File: src/rtl/idct_block_fetch.sv
// rtl/idct_block_fetch.sv - pre-IDCT coefficient block fetcher (SRAM -> dual-port RAM)
//
// Reads one BLK x BLK block of 16-bit coefficients per Start in raster order
// (all Y blocks, then U, then V) and writes them sign-extended to 32 bits
// into the dual-port RAM, optionally ping-ponging between two banks.
//
// Ports:
//    Clock, Reset      rising-edge clock, synchronous active-high reset
//    Start             request next block, sampled only in IDLE
//    Busy              block fetch in progress
//    Block_done        one-cycle pulse after the last DP write of a block
//    Frame_done        coincident with Block_done for the final V block
//    Channel           0 = Y, 1 = U, 2 = V (current/last block)
//    Bank              DP bank being written or last written
//    Block_index       global block number 0..N_TOTAL-1
//    SRAM_*            read-only SRAM port (address, data, we_n tied high)
//    DP_*              dual-port RAM write port (address, data, we)

module idct_block_fetch #(
   parameter int ADDR_W    = 18,
   parameter int BLK       = 8,
   parameter int Y_WIDTH   = 320,
   parameter int C_WIDTH   = 160,
   parameter int HEIGHT    = 240,
   parameter int BASE_ADDR = 76800,
   parameter int SRAM_LAT  = 2,
   parameter int PINGPONG  = 1,
   parameter int DP_ADDR_W = 7
) (
   input  logic                 Clock,
   input  logic                 Reset,
   input  logic                 Start,
   output logic                 Busy,
   output logic                 Block_done,
   output logic                 Frame_done,
   output logic [1:0]           Channel,
   output logic                 Bank,
   output logic [11:0]          Block_index,
   output logic [ADDR_W-1:0]    SRAM_address,
   input  logic [15:0]          SRAM_read_data,
   output logic                 SRAM_we_n,
   output logic [DP_ADDR_W-1:0] DP_address,
   output logic [31:0]          DP_write_data,
   output logic                 DP_we
);

   localparam int KW      = $clog2(BLK*BLK);
   localparam int CW      = $clog2(BLK);
   localparam int DW      = $clog2(SRAM_LAT+1) + 1;
   localparam int NBX_Y   = Y_WIDTH / BLK;
   localparam int NBX_C   = C_WIDTH / BLK;
   localparam int NBY     = HEIGHT / BLK;
   localparam int N_TOTAL = NBX_Y*NBY + 2*NBX_C*NBY;

   localparam logic [ADDR_W-1:0] Y_BASE      = ADDR_W'(BASE_ADDR);
   localparam logic [ADDR_W-1:0] U_BASE      = ADDR_W'(BASE_ADDR + Y_WIDTH*HEIGHT);
   localparam logic [ADDR_W-1:0] V_BASE      = ADDR_W'(BASE_ADDR + Y_WIDTH*HEIGHT + C_WIDTH*HEIGHT);
   localparam logic [ADDR_W-1:0] Y_ROW_STEP  = ADDR_W'(Y_WIDTH - (BLK-1));
   localparam logic [ADDR_W-1:0] C_ROW_STEP  = ADDR_W'(C_WIDTH - (BLK-1));
   localparam logic [ADDR_W-1:0] Y_BROW_STEP = ADDR_W'(Y_WIDTH*BLK);
   localparam logic [ADDR_W-1:0] C_BROW_STEP = ADDR_W'(C_WIDTH*BLK);

   typedef enum logic [1:0] {S_IDLE, S_ISSUE, S_DRAIN, S_DONE} state_t;

   state_t              state, state_n;
   logic [CW-1:0]       r_cnt, c_cnt;
   logic [11:0]         bc, br;
   logic [DW-1:0]       drain_cnt;
   logic [ADDR_W-1:0]   blk_addr;    // element (0,0) of the next block
   logic [ADDR_W-1:0]   row_base;    // element (0,0) of the current block row
   logic [ADDR_W-1:0]   next_addr;   // address to present on the next ISSUE edge
   logic                issue;
   logic                last_elem;
   logic [SRAM_LAT:0]   pipe_v;      // issue valid delayed to line up with read data
   logic [KW-1:0]       pipe_k [SRAM_LAT+1];
   logic                is_y;
   logic [ADDR_W-1:0]   row_step, brow_step, next_row_base;
   logic [11:0]         nbx_last;
   logic                bank_bit;

   assign is_y          = (Channel == 2'd0);
   assign row_step      = is_y ? Y_ROW_STEP : C_ROW_STEP;
   assign brow_step     = is_y ? Y_BROW_STEP : C_BROW_STEP;
   assign nbx_last      = is_y ? 12'(NBX_Y-1) : 12'(NBX_C-1);
   assign next_row_base = row_base + brow_step;
   assign last_elem     = (r_cnt == CW'(BLK-1)) && (c_cnt == CW'(BLK-1));

   assign SRAM_we_n     = 1'b1;
   assign DP_we         = pipe_v[SRAM_LAT];
   assign bank_bit      = (PINGPONG != 0) ? Bank : 1'b0;
   assign DP_address    = DP_ADDR_W'({bank_bit, pipe_k[SRAM_LAT]});
   assign DP_write_data = {{16{SRAM_read_data[15]}}, SRAM_read_data};

   always_comb begin
      state_n    = state;
      issue      = 1'b0;
      Busy       = 1'b0;
      Block_done = 1'b0;
      Frame_done = 1'b0;
      case (state)
         S_IDLE: begin
            if (Start) state_n = S_ISSUE;
         end
         S_ISSUE: begin
            issue = 1'b1;
            Busy  = 1'b1;
            if (last_elem) state_n = S_DRAIN;
         end
         S_DRAIN: begin
            Busy = 1'b1;
            if (drain_cnt == DW'(SRAM_LAT)) state_n = S_DONE;
         end
         S_DONE: begin
            Block_done = 1'b1;
            Frame_done = (Block_index == 12'(N_TOTAL-1));
            state_n    = S_IDLE;
         end
         default: state_n = S_IDLE;
      endcase
   end

   always_ff @(posedge Clock) begin
      if (Reset) begin
         state        <= S_IDLE;
         r_cnt        <= '0;
         c_cnt        <= '0;
         bc           <= '0;
         br           <= '0;
         drain_cnt    <= '0;
         blk_addr     <= Y_BASE;
         row_base     <= Y_BASE;
         next_addr    <= '0;
         SRAM_address <= '0;
         Channel      <= 2'd0;
         Bank         <= 1'b0;
         Block_index  <= '0;
         pipe_v       <= '0;
         for (int i = 0; i <= SRAM_LAT; i++) pipe_k[i] <= '0;
      end else begin
         state     <= state_n;
         pipe_v[0] <= issue;
         pipe_k[0] <= {r_cnt, c_cnt};
         for (int i = 1; i <= SRAM_LAT; i++) begin
            pipe_v[i] <= pipe_v[i-1];
            pipe_k[i] <= pipe_k[i-1];
         end
         case (state)
            S_IDLE: begin
               if (Start) begin
                  next_addr <= blk_addr;
                  r_cnt     <= '0;
                  c_cnt     <= '0;
                  drain_cnt <= '0;
               end
            end
            S_ISSUE: begin
               SRAM_address <= next_addr;
               if (c_cnt == CW'(BLK-1)) begin
                  c_cnt     <= '0;
                  r_cnt     <= r_cnt + 1'b1;
                  next_addr <= next_addr + row_step;
               end else begin
                  c_cnt     <= c_cnt + 1'b1;
                  next_addr <= next_addr + ADDR_W'(1);
               end
            end
            S_DRAIN: begin
               drain_cnt <= drain_cnt + 1'b1;
            end
            S_DONE: begin
               Block_index <= (Block_index == 12'(N_TOTAL-1)) ? 12'd0 : Block_index + 12'd1;
               if (PINGPONG != 0) Bank <= ~Bank;
               if (bc == nbx_last) begin
                  bc <= '0;
                  if (br == 12'(NBY-1)) begin
                     br <= '0;
                     case (Channel)
                        2'd0: begin
                           Channel  <= 2'd1;
                           blk_addr <= U_BASE;
                           row_base <= U_BASE;
                        end
                        2'd1: begin
                           Channel  <= 2'd2;
                           blk_addr <= V_BASE;
                           row_base <= V_BASE;
                        end
                        default: begin
                           Channel  <= 2'd0;
                           blk_addr <= Y_BASE;
                           row_base <= Y_BASE;
                        end
                     endcase
                  end else begin
                     br       <= br + 12'd1;
                     row_base <= next_row_base;
                     blk_addr <= next_row_base;
                  end
               end else begin
                  bc       <= bc + 12'd1;
                  blk_addr <= blk_addr + ADDR_W'(BLK);
               end
            end
            default: ;
         endcase
      end
   end

endmodule

File: config.mk
export PLATFORM = sky130hd
export DESIGN_NAME = idct_block_fetch
export DESIGN_NICKNAME = d
export VERILOG_FILES = /design/src/rtl/idct_block_fetch.sv
export SDC_FILE = /design/constraint.sdc
export NUM_CORES = 1
export LEC_CHECK = 0
export ABC_CLOCK_PERIOD_IN_PS = 3500
export BUFFER_PORTS_ARGS = -buffer_cell sky130_fd_sc_hd__buf_2
export CORE_MARGIN = 2
export CORE_UTILIZATION = 56
export DETAILED_ROUTE_END_ITERATION = 6
export PLACE_DENSITY = 0.78
export SYNTH_ARGS = -nofsm -noshare
export SYNTH_HDL_FRONTEND = slang
export SYNTH_SLANG_ARGS = --single-unit
File: constraint.sdc
create_clock -name Clock -period 3.5 [get_ports Clock]
set_input_delay 0.175 -clock Clock [delete_from_list [all_inputs] [get_ports Clock]]
set_output_delay 0.175 -clock Clock [all_outputs]
set_load 0.01 [all_outputs]
==> tab_implementation.tex <==
\begin{tabular}{lr}
\hline
Metric & Value \\
\hline
\multicolumn{2}{l}{\textbf{Run status}} \\
Status & completed \\
\multicolumn{2}{l}{\textbf{Pwr}} \\
Total leakage power & 3.09 nW \\
Highest ir drop seen on vdd & around 340 µV \\
PD cells & 547 nW/µm² \\
Tot Pwr & around 4.3 mW \\
\multicolumn{2}{l}{\textbf{Cells and area}} \\
Combined flip-flop and latch cell area & 2860 µm² \\
Multi-input gate area in the final layout & $\sim$3900 µm² \\
Final-layout fill cell count & 1080 \\
Area added between synthesis and finish & 8.27\% \\
N\_diodes & 0 \\
Leading cell type in the layout, fill and taps excluded & sky130\_fd\_sc\_hd\_\_dfxtp\_1 \\
Final design utilization & 0.623 \\
Commonest cells after routing, fill and taps aside & 143 x sky130\_fd\_sc\_hd\_\_dfxtp\_1, 106 x sky130\_fd\_sc\_hd\_\_nor2\_1, 75 x sky130\_fd\_sc\_hd\_\_nand2\_1 \\
Number of nets in the final layout & 890 \\
Proportion of layout cells with a drive suffix above 1 & 0.136 \\
\multicolumn{2}{l}{\textbf{Detailed routing}} \\
Antenna Nets Post-Route & 0 \\
Wirelength, routed & 15.7 mm \\
Residual DRC count & 0 \\
Routed vias/inst & 5.69 \\
Detailed-route via count & 5878 \\
Router iterations before antenna repair & 6 \\
Initial detailed-routing violation count & 346 \\
Average detailed-routed wire length per instance & 15.2 µm \\
\multicolumn{2}{l}{\textbf{Yosys}} \\
Sequential fraction of the synthesis area & 0.393 \\
Synthesized area per cell & around 8.5 µm² \\
Post-Synthesis Cells & 857 \\
Net count after synthesis & $\sim$900 \\
FF+latch count, synth & 143 \\
Ys async rst share & 0 \\
Number of warning messages in the yosys log & 0 \\
Number of flops mapped to enable cells by yosys & 0 \\
Distinct cell type count after synthesis & 84 \\
Cell area after synthesis & roughly 7300 µm² \\
Top\_reg\_cell synth & sky130\_fd\_sc\_hd\_\_dfxtp\_1 \\
\multicolumn{2}{l}{\textbf{CTS}} \\
Level count of the clock H-tree & 4 \\
CTS clk-pin slew, worst paths & 0.06 ns \\
Post-cts resize count & 0 \\
TritonCTS clock tree & built \\
Root Driver & sky130\_fd\_sc\_hd\_\_clkbuf\_16 \\
Clock latency on the worst-skew pair & 0.43 ns \\
Post-CTS Setup Bufs & 0 \\
CTS buffer count & 17 \\
Number of buffers inserted by hold repair at cts & 0 \\
Clk sink count & 143 \\
Clock Tree Buf Depth & 2 \\
\multicolumn{2}{l}{\textbf{Place}} \\
HPWL Detailed & 10.5 mm \\
Port bufs & 46 \\
Routability cong. & 0.861 \\
\multicolumn{2}{l}{\textbf{Critical path}} \\
Reg2reg start & c\_cnt[0] \\
Type of destination of the critical path & register \\
Data arrival time of the critical path & roughly 3.2 ns \\
Largest fanout on the critical path & 8 \\
Critical path launch point type & register \\
Launching instance or port of the critical path & c\_cnt[0] \\
Data required time at the worst endpoint & roughly 3.8 ns \\
Critical path start-end classification & register to register \\
\multicolumn{2}{l}{\textbf{GRT}} \\
Largest net degree at the start of global routing & 58 \\
Number of global-route vias before repair & between 5k and 6k \\
Wire length of the first global-routing pass & 25.9 mm \\
Antenna violations before repair & 0 \\
Overall routing resource usage & 0.226 \\
Leftover overflow at the end of global routing & 0 \\
\multicolumn{2}{l}{\textbf{Floorplan}} \\
Core area & 12700 µm² \\
Std cell rows & around 40 \\
Die ar. & 13900 µm² \\
Boundary Pins & 96 \\
Die Height & 118 µm \\
Effective utilization at floorplan & 0.575 \\
Chip Width & 118 µm \\
\multicolumn{2}{l}{\textbf{STA}} \\
Final number of hold-violating endpoints & 0 \\
Slew HR & 0.510 \\
Sum of negative setup slack & 0 ns \\
Count of pins over their slew limit & 0 \\
Worst Tran Pin Value & approximately 0.73 ns \\
Setup repair after global routing missed its margin & no \\
Period Utilization, post-route & 0.842 \\
Setup Viol. Count Final & 0 \\
Worst clock skew & 0.0136 ns \\
Maximum clock frequency & 0.339 GHz \\
Time the final worst path needs with I/O delays and setup & 2.95 ns \\
\multicolumn{2}{l}{\textbf{Min path}} \\
Hold path startpoint & Reset \\
Type of the worst min-delay path & input port to register \\
\multicolumn{2}{l}{\textbf{Job}} \\
Max-cap viol count & 0 \\
\hline
\end{tabular}
==> cells in the mapped netlist (3+ instances only) <==
| library cell | number | area share |
|---|---|---|
| sky130_fd_sc_hd__o21a_1 | 5 | 0.0051 |
| sky130_fd_sc_hd__buf_2 | 11 | 0.0076 |
| sky130_fd_sc_hd__nand2_1 | 75 | 0.039 |
| sky130_fd_sc_hd__xor2_1 | 25 | 0.030 |
| sky130_fd_sc_hd__mux2_2 | 4 | 0.0062 |
| sky130_fd_sc_hd__buf_1 | 7 | 0.0036 |
| sky130_fd_sc_hd__nor4b_1 | 5 | 0.0060 |
| sky130_fd_sc_hd__nor2_1 | 106 | 0.055 |
| sky130_fd_sc_hd__a22oi_1 | 14 | 0.014 |
| sky130_fd_sc_hd__a21oi_1 | 42 | 0.029 |
| sky130_fd_sc_hd__clkbuf_1 | 24 | 0.012 |
| sky130_fd_sc_hd__o211ai_1 | 3 | 0.0031 |
| sky130_fd_sc_hd__o22ai_1 | 3 | 0.0026 |
| sky130_fd_sc_hd__nand2b_1 | 6 | 0.0051 |
| sky130_fd_sc_hd__a2111oi_2 | 3 | 0.0062 |
| sky130_fd_sc_hd__a2bb2oi_1 | 3 | 0.0036 |
| sky130_fd_sc_hd__a211oi_1 | 5 | 0.0051 |
| sky130_fd_sc_hd__mux2i_1 | 25 | 0.034 |
| sky130_fd_sc_hd__dfxtp_1 | 143 | 0.39 |
| sky130_fd_sc_hd__nor3_1 | 19 | 0.013 |
| sky130_fd_sc_hd__nor2b_1 | 19 | 0.016 |
| sky130_fd_sc_hd__buf_4 | 40 | 0.041 |
| sky130_fd_sc_hd__and2_1 | 14 | 0.012 |
| sky130_fd_sc_hd__o21ai_0 | 30 | 0.021 |
| sky130_fd_sc_hd__a31oi_1 | 7 | 0.0060 |
| sky130_fd_sc_hd__a211o_1 | 5 | 0.0060 |
| sky130_fd_sc_hd__inv_1 | 16 | 0.0082 |
| sky130_fd_sc_hd__and4_1 | 3 | 0.0036 |
| sky130_fd_sc_hd__a311oi_1 | 3 | 0.0036 |
| sky130_fd_sc_hd__nor4_1 | 10 | 0.0086 |
| sky130_fd_sc_hd__and3_1 | 22 | 0.019 |
| sky130_fd_sc_hd__maj3_1 | 3 | 0.0041 |
| sky130_fd_sc_hd__ha_1 | 22 | 0.038 |
| sky130_fd_sc_hd__nand3_1 | 33 | 0.023 |
| sky130_fd_sc_hd__a21o_1 | 6 | 0.0062 |
| sky130_fd_sc_hd__xnor2_1 | 16 | 0.019 |
| sky130_fd_sc_hd__nand4_1 | 20 | 0.017 |
| sky130_fd_sc_hd__nor3b_1 | 3 | 0.0031 |
==> worst max-delay path: stages, from the launching register on <==
cell                        delay (ns)
sky130_fd_sc_hd__dfxtp_1          0.33
sky130_fd_sc_hd__ha_1             0.23
sky130_fd_sc_hd__ha_1             0.29
sky130_fd_sc_hd__and2_2           0.21
sky130_fd_sc_hd__ha_1             0.33
sky130_fd_sc_hd__and3_1           0.24
sky130_fd_sc_hd__o21a_1           0.19
sky130_fd_sc_hd__o22ai_1          0.21
sky130_fd_sc_hd__o21ai_2          0.16
sky130_fd_sc_hd__and3_1           0.19
sky130_fd_sc_hd__a2111oi_0        0.41
==> cell type report <==
type / count / share of cell area
inverter: 18 / 0.0101
timing repair buffer: 56 / 0.0390
clock buffer: 22 / 0.0601
tap: 172 / 0.0273
multi-input combinational: 612 / 0.490
sequential: 143 / 0.363
clock inverter: 10 / 0.0111
==> power by group <==
part | internal (mW) | total (mW) | switching, mW
Clock | 1.03 | 1.70 | 0.677
Combinational | 0.280 | 0.778 | 0.498
Sequential | 1.73 | 1.84 | 0.111
Total | 3.03 | 4.32 | 1.29
==> per-stage QoR <==
stage                     cells  instance area (µm²)  setup slack [ns]  hold slack [ns]
after global routing       1033                 7890             0.313            0.256
after CTS                  1033                 7890             0.554            0.227
after global placement     1001                 7330             0.701            0.350
after detailed placement   1001                 7330             0.592            0.350
final                      1033                 7890             0.554            0.227
after floorplan             857                 7290             0.878            0.414
==> flip-flops by register name, indices dropped and copies added, names as in the netlist <==
signal,count
br,12
pipe_k,18
row_base,18
bc,12
Channel,2
pipe_v,3
r_cnt,3
Block_index,12
Bank,1
drain_cnt,3
next_addr,18
blk_addr,18
state,2
c_cnt,3
SRAM_address,18
==> metal layers <==
layer,share of wire,global-route usage
met1,0.46,0.288
met2,0.48,0.366
met3,0.046,0.0577
met4,0.018,0.0911
met5,0,0
==> logic make-up after synthesis <==
| logic type | after synthesis | synth area share |
|---|---|---|
| flip-flops | 143 | 0.393 |
| buffers and inverters | 102 | 0.0779 |
| adder cells (fa/ha/maj) | 26 | 0.0446 |
| AO/OA/AOI/OAI | 157 | 0.146 |
| XOR/XNOR | 41 | 0.0493 |
| multiplexers | 29 | 0.0405 |
| other | 1 | 0.000514 |
| AND/OR/NAND/NOR | 358 | 0.248 |
==> worst paths after layout <==
check / to / slack, ns / cells after the start
max: next_addr[11] / 0.55 / 10
min: pipe_k[0][3] / 0.23 / 2
max reg2reg: next_addr[11] / 0.55 / 10
min reg2reg: pipe_k[0][10] / 0.43 / 1
Note: power is estimated with default switching activity, not from simulation.
